[config.mk]
export PLATFORM = sky130hd
export DESIGN_NAME = i2c_config_seq
export DESIGN_NICKNAME = d
export VERILOG_FILES = /design/src/rtl/i2c_config_seq.sv
export SDC_FILE = /design/constraint.sdc
export NUM_CORES = 1
export LEC_CHECK = 0
export CAP_MARGIN = 20
export CELL_PAD_IN_SITES_DETAIL_PLACEMENT = 0
export CELL_PAD_IN_SITES_GLOBAL_PLACEMENT = 2
export CORE_ASPECT_RATIO = 0.8
export CORE_MARGIN = 2
export CORE_UTILIZATION = 25
export DETAILED_ROUTE_END_ITERATION = 10
export PLACE_DENSITY_LB_ADDON = 0.3
export SLEW_MARGIN = 30
export SYNTH_ARGS = -nofsm -noshare
export SYNTH_HDL_FRONTEND = slang
export SYNTH_SLANG_ARGS = --single-unit
export TNS_END_PERCENT = 20
[constraint.sdc]
create_clock -name PT_CK -period 1.85 [get_ports PT_CK]
set_input_delay 0.185 -clock PT_CK [delete_from_list [all_inputs] [get_ports PT_CK]]
set_output_delay 0.185 -clock PT_CK [all_outputs]
set_load 0.005 [all_outputs]
[src/rtl/i2c_config_seq.sv]
// i2c_config_seq: walks a register table and drives the I2C write engine GO/END_OK handshake
module i2c_config_seq #(
  parameter int NUM_ENTRIES = 16,
  parameter int GO_HOLD = 2,
  parameter int GAP = 4,
  parameter int MAX_RETRY = 2,
  parameter int TIMEOUT = 4096
) (
  input  logic        PT_CK,
  input  logic        RESET,
  input  logic        START,
  output logic [7:0]  TBL_ADDR,
  input  logic [23:0] TBL_DATA,
  output logic        GO,
  output logic [7:0]  SLAVE_ADDRESS,
  output logic [15:0] REG_DATA,
  output logic [7:0]  BYTE_NUM,
  input  logic        END_OK,
  input  logic        ACK_OK,
  output logic        BUSY,
  output logic        DONE,
  output logic        ERR,
  output logic [7:0]  ERR_CNT,
  output logic [7:0]  ERR_IDX
);
  localparam int TW = $clog2(TIMEOUT + 1);
  localparam int CW = TW > 16 ? TW : 16;
  localparam logic [7:0] LAST = 8'(NUM_ENTRIES - 1);
  typedef enum logic [3:0] {IDLE, FETCH, LATCH, ISSUE, WAIT_LO, WAIT_HI, CHECK, DELAY, GAP_W, DONE_ST} state_t;
  state_t state, state_n;
  logic [CW-1:0] cnt, cnt_n;
  logic [2:0] retry, retry_n;
  logic [7:0] addr_n, sa_n, err_cnt_n, err_idx_n;
  logic [15:0] rd_n;
  logic go_n, busy_n, done_n, err_n, abort, finish;
  assign BYTE_NUM = 8'd2;
  // state and registered outputs; one counter serves GO hold, timeout, delay and gap
  always_ff @(posedge PT_CK) begin
    if (RESET) begin
      state <= IDLE;
      cnt <= '0;
      retry <= '0;
      TBL_ADDR <= '0;
      GO <= 1'b0;
      SLAVE_ADDRESS <= '0;
      REG_DATA <= '0;
      BUSY <= 1'b0;
      DONE <= 1'b0;
      ERR <= 1'b0;
      ERR_CNT <= '0;
      ERR_IDX <= '0;
    end else begin
      state <= state_n;
      cnt <= cnt_n;
      retry <= retry_n;
      TBL_ADDR <= addr_n;
      GO <= go_n;
      SLAVE_ADDRESS <= sa_n;
      REG_DATA <= rd_n;
      BUSY <= busy_n;
      DONE <= done_n;
      ERR <= err_n;
      ERR_CNT <= err_cnt_n;
      ERR_IDX <= err_idx_n;
    end
  end
  // next state: table walk, write handshake with retry/timeout, local delays
  always_comb begin
    state_n = state;
    cnt_n = cnt;
    retry_n = retry;
    addr_n = TBL_ADDR;
    go_n = GO;
    sa_n = SLAVE_ADDRESS;
    rd_n = REG_DATA;
    busy_n = BUSY;
    done_n = DONE;
    err_n = ERR;
    err_cnt_n = ERR_CNT;
    err_idx_n = ERR_IDX;
    abort = 1'b0;
    finish = 1'b0;
    case (state)
      IDLE, DONE_ST: if (START) begin
        done_n = 1'b0;
        err_n = 1'b0;
        err_cnt_n = '0;
        err_idx_n = '0;
        busy_n = 1'b1;
        addr_n = '0;
        retry_n = '0;
        state_n = FETCH;
      end
      FETCH: state_n = LATCH;
      LATCH: if (TBL_DATA[23:16] == 8'hFF) begin
        cnt_n = CW'(TBL_DATA[15:0]);
        state_n = TBL_DATA[15:0] == 16'd0 ? GAP_W : DELAY;
      end else begin
        sa_n = TBL_DATA[23:16];
        rd_n = TBL_DATA[15:0];
        go_n = 1'b1;
        cnt_n = '0;
        state_n = ISSUE;
      end
      ISSUE: if (cnt == CW'(GO_HOLD - 1)) begin
        go_n = 1'b0;
        cnt_n = '0;
        state_n = WAIT_LO;
      end else cnt_n = cnt + 1'b1;
      WAIT_LO, WAIT_HI: begin
        cnt_n = cnt + 1'b1;
        if (state == WAIT_LO && !END_OK) state_n = WAIT_HI;
        else if (state == WAIT_HI && END_OK) state_n = CHECK;
        else abort = cnt == CW'(TIMEOUT - 1);
      end
      CHECK: if (!ACK_OK) begin
        retry_n = '0;
        cnt_n = '0;
        state_n = GAP_W;
      end else begin
        err_cnt_n = ERR_CNT == 8'hFF ? ERR_CNT : ERR_CNT + 8'd1;
        if (retry < 3'(MAX_RETRY)) begin
          retry_n = retry + 3'd1;
          state_n = LATCH;
        end else abort = 1'b1;
      end
      DELAY: if (cnt == CW'(1)) begin
        cnt_n = '0;
        state_n = GAP_W;
      end else cnt_n = cnt - 1'b1;
      GAP_W: if (cnt == CW'(GAP - 1)) begin
        cnt_n = '0;
        finish = TBL_ADDR == LAST;
        addr_n = TBL_ADDR == LAST ? TBL_ADDR : TBL_ADDR + 8'd1;
        state_n = FETCH;
      end else cnt_n = cnt + 1'b1;
      default: state_n = IDLE;
    endcase
    if (abort || finish) begin
      busy_n = 1'b0;
      done_n = 1'b1;
      state_n = DONE_ST;
    end
    if (abort) begin
      err_n = 1'b1;
      err_idx_n = TBL_ADDR;
    end
  end
endmodule

==> results of run 1 <==
## stage by stage
stage / setup TNS (ns) / cell area (sq um)
2_1_floorplan: -0.0266 / 4480
3_5_place_dp: -5.25 / 6350
4_1_cts: -0.367 / 6880
5_1_grt: -3.14 / 7160
3_3_place_gp: -3.96 / 6350
6_report: -0.776 / 7160
## cells in the mapped netlist (all sizes together) (2+ instances only)
master and instances:
o21ai 19, nand2b 2, a21oi 43, a21o 2, o221a 2, inv 12
clkbuf 14, nor2 58, o22ai 2, a311oi 2, o311ai 2, a41oi 4
a211o 3, nand3b 3, a211oi 4, nand4bb 2, nand4 17, mux2i 24
xor2 17, dfxtp 75, nand2 50, o211ai 9, a221o 4, and2 7
xnor2 7, nand3 31, and3b 2, nor4 10, nor3 14, ha 6
nor4b 3, a221oi 4, nor2b 5, nor3b 3, and4 2, and3 6
o32ai 2, conb 2, a31oi 9, buf 31
## path summary, 6_finish.rpt
path	end	slack, ns	cells after the start	startpoint
setup / recovery	cnt[8]	-0.10	11	cnt[1]
setup reg to reg	cnt[8]	-0.10	11	cnt[1]
hold reg to reg	BUSY	0.46	2	BUSY
hold / removal	cnt[11]	0.25	3	RESET
## layout by cell type (no fill, tap or decap), types with 11 or more instances in the layout
master	count
a21oi_1	34
mux2i_1	24
xor2_1	17
o21ai_0	11
nand3_1	28
nand4_1	16
clkdlybuf4s50_1	79
buf_4	130
nor2_1	56
dfxtp_1	63
nand2_1	49
## metal layers
layer | vias up | global-route usage (%) | part of all wire (%)
met4 | 0 | 4.03 | 0.99
met2 | 119 | 25.1 | 43
met1 | 2260 | 24.7 | 51
met5 | - | 0 | 0
met3 | 11 | 3.57 | 5.2
li1 | 2330 | - | -
## repair_timing
item                                    4_1_cts  5_1_grt
endpoints found under the setup margin       57       42
buffers inserted                              9        9
gates resized for setup                      28       46
pin swaps                                    13       13
## kinds of logic after synthesis
logic type / after synthesis / synth area share, %
other: 2 / 0.172
xor gates and xnor gates: 24 / 4.81
buffers and inverters: 57 / 6.79
and+or+nand+nor: 220 / 27.1
adders and majority gates: 6 / 1.72
muxes: 25 / 5.76
DFF: 75 / 34.4
AOI/OAI and AO/OA: 123 / 19.3
## where the power goes
| group | total [uW] | switching [uW] | leakage (uW) | internal, uW |
|---|---|---|---|---|
| registers | 2060 | 223 | 0.000614 | 1840 |
| clock network | 2020 | 807 | 0.000160 | 1210 |
| logic | 4340 | 2040 | 0.00201 | 2300 |
| total | 8410 | 3070 | 0.00278 | 5350 |
## state kept, by name (all words and copies together) (netlist names)
signal,cells
ERR_IDX,8
ERR,1
ERR_CNT,8
GO,1
BUSY,1
TBL_ADDR,8
DONE,1
state,4
REG_DATA,16
retry,3
cnt,16
SLAVE_ADDRESS,8
## worst min-delay path, stage by stage
cell	delay (ns)
buf_2	0.13
inv_2	0.11
o211a_1	0.12
## layout make-up
class | instances | area (sq um) | share of cell area, %
timing repair buffer | 230 | 2080 | 29.1
sequential | 75 | 1540 | 21.5
multi-input combinational | 406 | 2870 | 40.1
inverter | 12 | 47.5 | 0.664
clock inverter | 7 | 108 | 1.50
clock buffer | 9 | 225 | 3.15
tap | 225 | 282 | 3.93
==> flow_metrics.env, run 1 <==
export IMPL_cp_buffers_inverters=4
export IMPL_wire_per_inst_um=16.2
export IMPL_ios=89
export IMPL_violations="setup timing"
export IMPL_max_vdd_ir_drop_mv=0.606
export IMPL_final_nets=769
export IMPL_fill_cells=1715
export IMPL_synth_distinct_cells=76
export IMPL_grt_ovfl_total=0
export IMPL_fin_ws_ns=-0.102
export IMPL_status="finished, violations left"
export IMPL_fin_crit_sh_pct=106
export IMPL_synth_seq_cells=75
export IMPL_power_density_nw_per_um2=1180
export IMPL_row_count=43
export IMPL_fmax_mhz=512
export IMPL_yosys_area_top_type_share_pct=34.4
export IMPL_gp_congestion=0.833
export IMPL_antenna_cells=0
export IMPL_crit_family="simple AND/OR/NAND/NOR gates"
export IMPL_wl_um=15600
export IMPL_die_area_sq_um=18600
export IMPL_stdcell_count=964
export IMPL_ys_top_cells_by_area="dfxtp_1 (34%), mux2i_1 (5.5%), nor2_1 (4.9%)"
export IMPL_whs_ns=0.248
export IMPL_grt_first_pass_wirelength_um=25000
export IMPL_synthArstFlopShare_pct=0
export IMPL_critPathSlowestCell="dfxtp_4"
export IMPL_avgSynthCellArea_sq_um=8.21
export IMPL_dr_total_vias=4720
export IMPL_placedCellCount=930
export IMPL_cts_tree="built"
export IMPL_synth_top_area_cell="dfxtp_1"
export IMPL_crit_chain="inv_4 -> ha_4 -> nor4b_4 -> nand4_4 -> buf_4 -> nand2_1 -> buf_12 -> buf_12 -> o211ai_1 -> a21oi_1 -> nor3_1"
export IMPL_drt_first_pass_iters=5
export IMPL_hold_violations=0
export IMPL_root_buffer="clkbuf_16"
export IMPL_setup_violations=14
export IMPL_grt_max_degree=38
export IMPL_cts_hold_buf=0
export IMPL_critPathArrivalTime_ns=2.19
export IMPL_cts_buffers=9
export IMPL_synthFlopType="dfxtp_1"
export IMPL_grtUsageTotal_pct=16.8
export IMPL_path_common_cell="buf_12"
export IMPL_holdCritPathClass="input pin to flop"
export IMPL_postRouteAntennaNets=0
export IMPL_maxCapViolCount=0
export IMPL_crit_type="flop to flop"
export IMPL_critPathMaxFanout=10
export IMPL_fin_util_pct=41.6
export IMPL_antenna_found_initial=0
export IMPL_die_h_um=122
export IMPL_yosys_warnings=0
export IMPL_total_power_uw=8410
export IMPL_vias_per_cell=4.90
export IMPL_port_buffer_count=80
export IMPL_fin_skew_ns=0.00777
export IMPL_core_sq_um=17200
export IMPL_max_stage_delay_ns=0.38
export IMPL_cts_sinks=75
export IMPL_synth_edf_count=0
export IMPL_endpoint_kind="flop"
export IMPL_p_leak_uw=0.00278
export IMPL_start_util_pct=25.4
export IMPL_clk_pin_slew_ns=0.07
export IMPL_h_tree_depth=3
export IMPL_worstPathRequired_ns=2.08
export IMPL_dpl_hpwl_um=11400
export IMPL_syn_cell_area_sq_um=4370
export IMPL_drc_errors=0
export IMPL_cts_path_max_buffers=2
export IMPL_drive_above_1_share_pct=32.7
export IMPL_drt_iter0_markers=304
export IMPL_grt_pass1_vias=4594
export IMPL_synth_cells=532
export IMPL_ys_seq_area_share_pct=34.4
export IMPL_area_delta_synth_final_pct=63.8
export IMPL_cp_start_kind="flop"
export IMPL_clk_latency_ns=0.35
export IMPL_die_width_um=152
export IMPL_pre_cts_ws_ns=-0.269
export IMPL_rsz0062_at_grt="yes"
export IMPL_final_min_clock_period_ns=1.95
export IMPL_maxSlewViolCount=0
Power figures use the tool's default switching activity.
==> run 2, diff against run 1 <==
--- a/config.mk
+++ b/config.mk
@@ -12,6 +12,7 @@
 export CORE_MARGIN = 2
 export CORE_UTILIZATION = 25
 export DETAILED_ROUTE_END_ITERATION = 10
+export GPL_ROUTABILITY_DRIVEN = 0
 export PLACE_DENSITY_LB_ADDON = 0.3
 export SLEW_MARGIN = 30
 export SYNTH_ARGS = -nofsm -noshare
==> results of run 2 <==
Final layout, timing and power as in run 1 (identical DEF).
==> run 3, diff against run 2 <==
--- a/config.mk
+++ b/config.mk
@@ -9,11 +9,12 @@
 export CELL_PAD_IN_SITES_DETAIL_PLACEMENT = 0
 export CELL_PAD_IN_SITES_GLOBAL_PLACEMENT = 2
 export CORE_ASPECT_RATIO = 0.8
-export CORE_MARGIN = 2
+export CORE_MARGIN = 4
 export CORE_UTILIZATION = 25
 export DETAILED_ROUTE_END_ITERATION = 10
 export GPL_ROUTABILITY_DRIVEN = 0
 export PLACE_DENSITY_LB_ADDON = 0.3
+export SKIP_CTS_REPAIR_TIMING = 1
 export SLEW_MARGIN = 30
 export SYNTH_ARGS = -nofsm -noshare
 export SYNTH_HDL_FRONTEND = slang
==> run 3 against run 2 <==
  * Via count fell by 0.23%
  * Sequential share of layout area fell by 0.14 points
  * Worst setup slack got worse by 0.012 ns
  * Final cell count rose by 0.62%
  * Power fell by 1.6%
  * The run still ends with setup timing left
  * Global-route usage fell by 0.98 points
  * Clock power fell by 11%
==> flow_metrics.env, run 3 (synthesis results as in run 1) <==
export IMPL_grt_first_pass_wirelength_um=24900
export IMPL_wire_per_inst_um=16.4
export IMPL_seq_area_sq_um=1530
export IMPL_max_stage_delay_ns=0.36
export IMPL_grtUsageTotal_pct=15.8
export IMPL_final_min_clock_period_ns=1.96
export IMPL_h_tree_depth=3
export IMPL_final_nets=780
export IMPL_grt_max_degree=37
export IMPL_port_buffer_count=80
export IMPL_cts_buffers=9
export IMPL_crit_family="simple AND/OR/NAND/NOR gates"
export IMPL_fin_skew_ns=0.00695
export IMPL_reg_largest_list="REG_DATA (16), cnt (16)"
export IMPL_cts_path_max_buffers=2
export IMPL_hold_violations=0
export IMPL_p_sw_share_pct=37.1
export IMPL_cp_buffers_inverters=2
export IMPL_path_common_cell="buf_6"
export IMPL_fill_cells=1673
export IMPL_max_vdd_ir_drop_mv=0.689
export IMPL_die_h_um=126
export IMPL_ff2ff_setup_slack_ns=-0.11
export IMPL_multi_input_area_sq_um=2870
export IMPL_antenna_found_initial=0
export IMPL_setup_violations=14
export IMPL_fin_util_pct=42.5
export IMPL_maxCapViolCount=0
export IMPL_status="finished, violations left"
export IMPL_cp_start_kind="flop"
export IMPL_p_int_uw=5200
export IMPL_layout_commonest_cell="buf_4"
export IMPL_violations="setup timing"
export IMPL_fin_ws_ns=-0.114
export IMPL_p_clk_share_pct=21.6
export IMPL_die_area_sq_um=19700
export IMPL_crit_type="flop to flop"
export IMPL_stdcell_count=970
export IMPL_vias_per_cell=4.85
export IMPL_area_delta_synth_final_pct=63.9
export IMPL_drt_iter0_markers=296
export IMPL_p_leak_uw=0.00279
export IMPL_final_area_sq_um=7160
export IMPL_grt_pass1_vias=4600
export IMPL_hold_end="cnt[11]"
export IMPL_critPathSlowestCell="dfxtp_4"
export IMPL_reg2reg_to="cnt[13]"
export IMPL_core_sq_um=16900
export IMPL_placedCellCount=938
export IMPL_drt_first_pass_iters=4
export IMPL_row_count=42
export IMPL_combPwrFrac_pct=54.0
export IMPL_ios=89
export IMPL_wl_um=15900
export IMPL_whs_path_depth=3
export IMPL_cts_sinks=75
export IMPL_root_buffer="clkbuf_16"
export IMPL_rsz0062_at_grt="yes"
export IMPL_die_width_um=156
export IMPL_mostFrequentLayoutCells="buf_4 (141), clkdlybuf4s50_1 (79), dfxtp_1 (64)"
export IMPL_holdCritPathClass="input pin to flop"
export IMPL_fin_crit_sh_pct=106
export IMPL_cts_tree="built"
export IMPL_clk_pin_slew_ns=0.07
export IMPL_fmax_mhz=509
export IMPL_p_sw_uw=3070
export IMPL_critPathArrivalTime_ns=2.17
export IMPL_whs_ns=0.230
export IMPL_postRouteAntennaNets=0
export IMPL_hold_start="RESET"
export IMPL_grt_ovfl_total=0
export IMPL_dpl_hpwl_um=11800
export IMPL_worstReg2RegStart="cnt[6]"
export IMPL_start_util_pct=25.9
export IMPL_pre_cts_ws_ns=-0.252
export IMPL_dr_total_vias=4709
export IMPL_drive_above_1_share_pct=34.1
export IMPL_power_frac_seq_pct=24.4
export IMPL_placement_cell_area_sq_um=6440
export IMPL_clk_latency_ns=0.35
export IMPL_drc_errors=0
export IMPL_endpoint_kind="flop"
export IMPL_crit_chain="nor4_4 -> buf_6 -> buf_6 -> nand4_1 -> nor3_4 -> xor2_1 -> a221oi_1 -> a211oi_1"
export IMPL_maxSlewViolCount=0
export IMPL_antenna_cells=0
export IMPL_worstPathRequired_ns=2.06
export IMPL_critPathMaxFanout=6
export IMPL_power_density_nw_per_um2=1160
export IMPL_worstRegToRegCells=8
[run 3: changes by cell type in the layout (fill, tap and decap cells not counted), moves of 3 or more]
| cell | delta |
|---|---|
| dfxtp_4 | -3 |
| a21oi_1 | -4 |
| a21oi_2 | +5 |
| buf_4 | +11 |
[run 3: area by class of cell]
type,instances,share of cell area (%)
clock buffer,10,3.34
clock inverter,6,0.751
inverter,12,0.699
multi-input combinational,406,40.0
sequential,75,21.3
tap,220,3.84
timing repair buffer,241,30.0
[run 3: worst max-delay path by stage]
stage | from | endpoint | slack [ns] | depth (start not counted)
final | cnt[6] | cnt[13] | -0.11 | 8
after global routing | cnt[6] | cnt[13] | -0.21 | 8
after CTS | cnt[1] | cnt[0] | -0.25 | 8
after detailed placement | TBL_DATA[18] | cnt[6] | -0.25 | 8
after global placement | ACK_OK | state[2] | -0.21 | 9
after floorplan | cnt[7] | cnt[10] | -0.01 | 9
[run 3: layer usage]
metal  up-vias  part of all wire (%)  track usage, %
met5         -                     0               0
met4         0                   1.1            4.27
met3        12                   6.0            4.39
met2       106                    42            22.1
met1      2230                    51            23.6
li1       2361                     -               -
[run 3: stage by stage]
step                TNS, ns  total power [uW]
floorplan           -0.0266              4060
global placement      -3.39              5840
detailed placement    -4.44              5840
CTS                   -4.47              7690
global route          -2.94              8790
finish               -0.770              8280
[run 3: power groups by stage]
| stage | logic [uW] | clock network [uW] | registers [uW] |
|---|---|---|---|
| floorplan | 2050 | 0 | 2010 |
| global placement | 3820 | 0 | 2020 |
| detailed placement | 3820 | 0 | 2020 |
| CTS | 3860 | 1840 | 1990 |
| global route | 4850 | 1900 | 2040 |
| finish | 4470 | 1790 | 2020 |
[run 3: worst register-to-register path: cells and delay by family (launching register included)]
kind | cells | cell delay (ns)
and+or+nand+nor | 3 | 0.71
DFF | 1 | 0.36
xor gates and xnor gates | 1 | 0.11
buffers and inverters | 2 | 0.26
AOI/OAI and AO/OA | 2 | 0.39
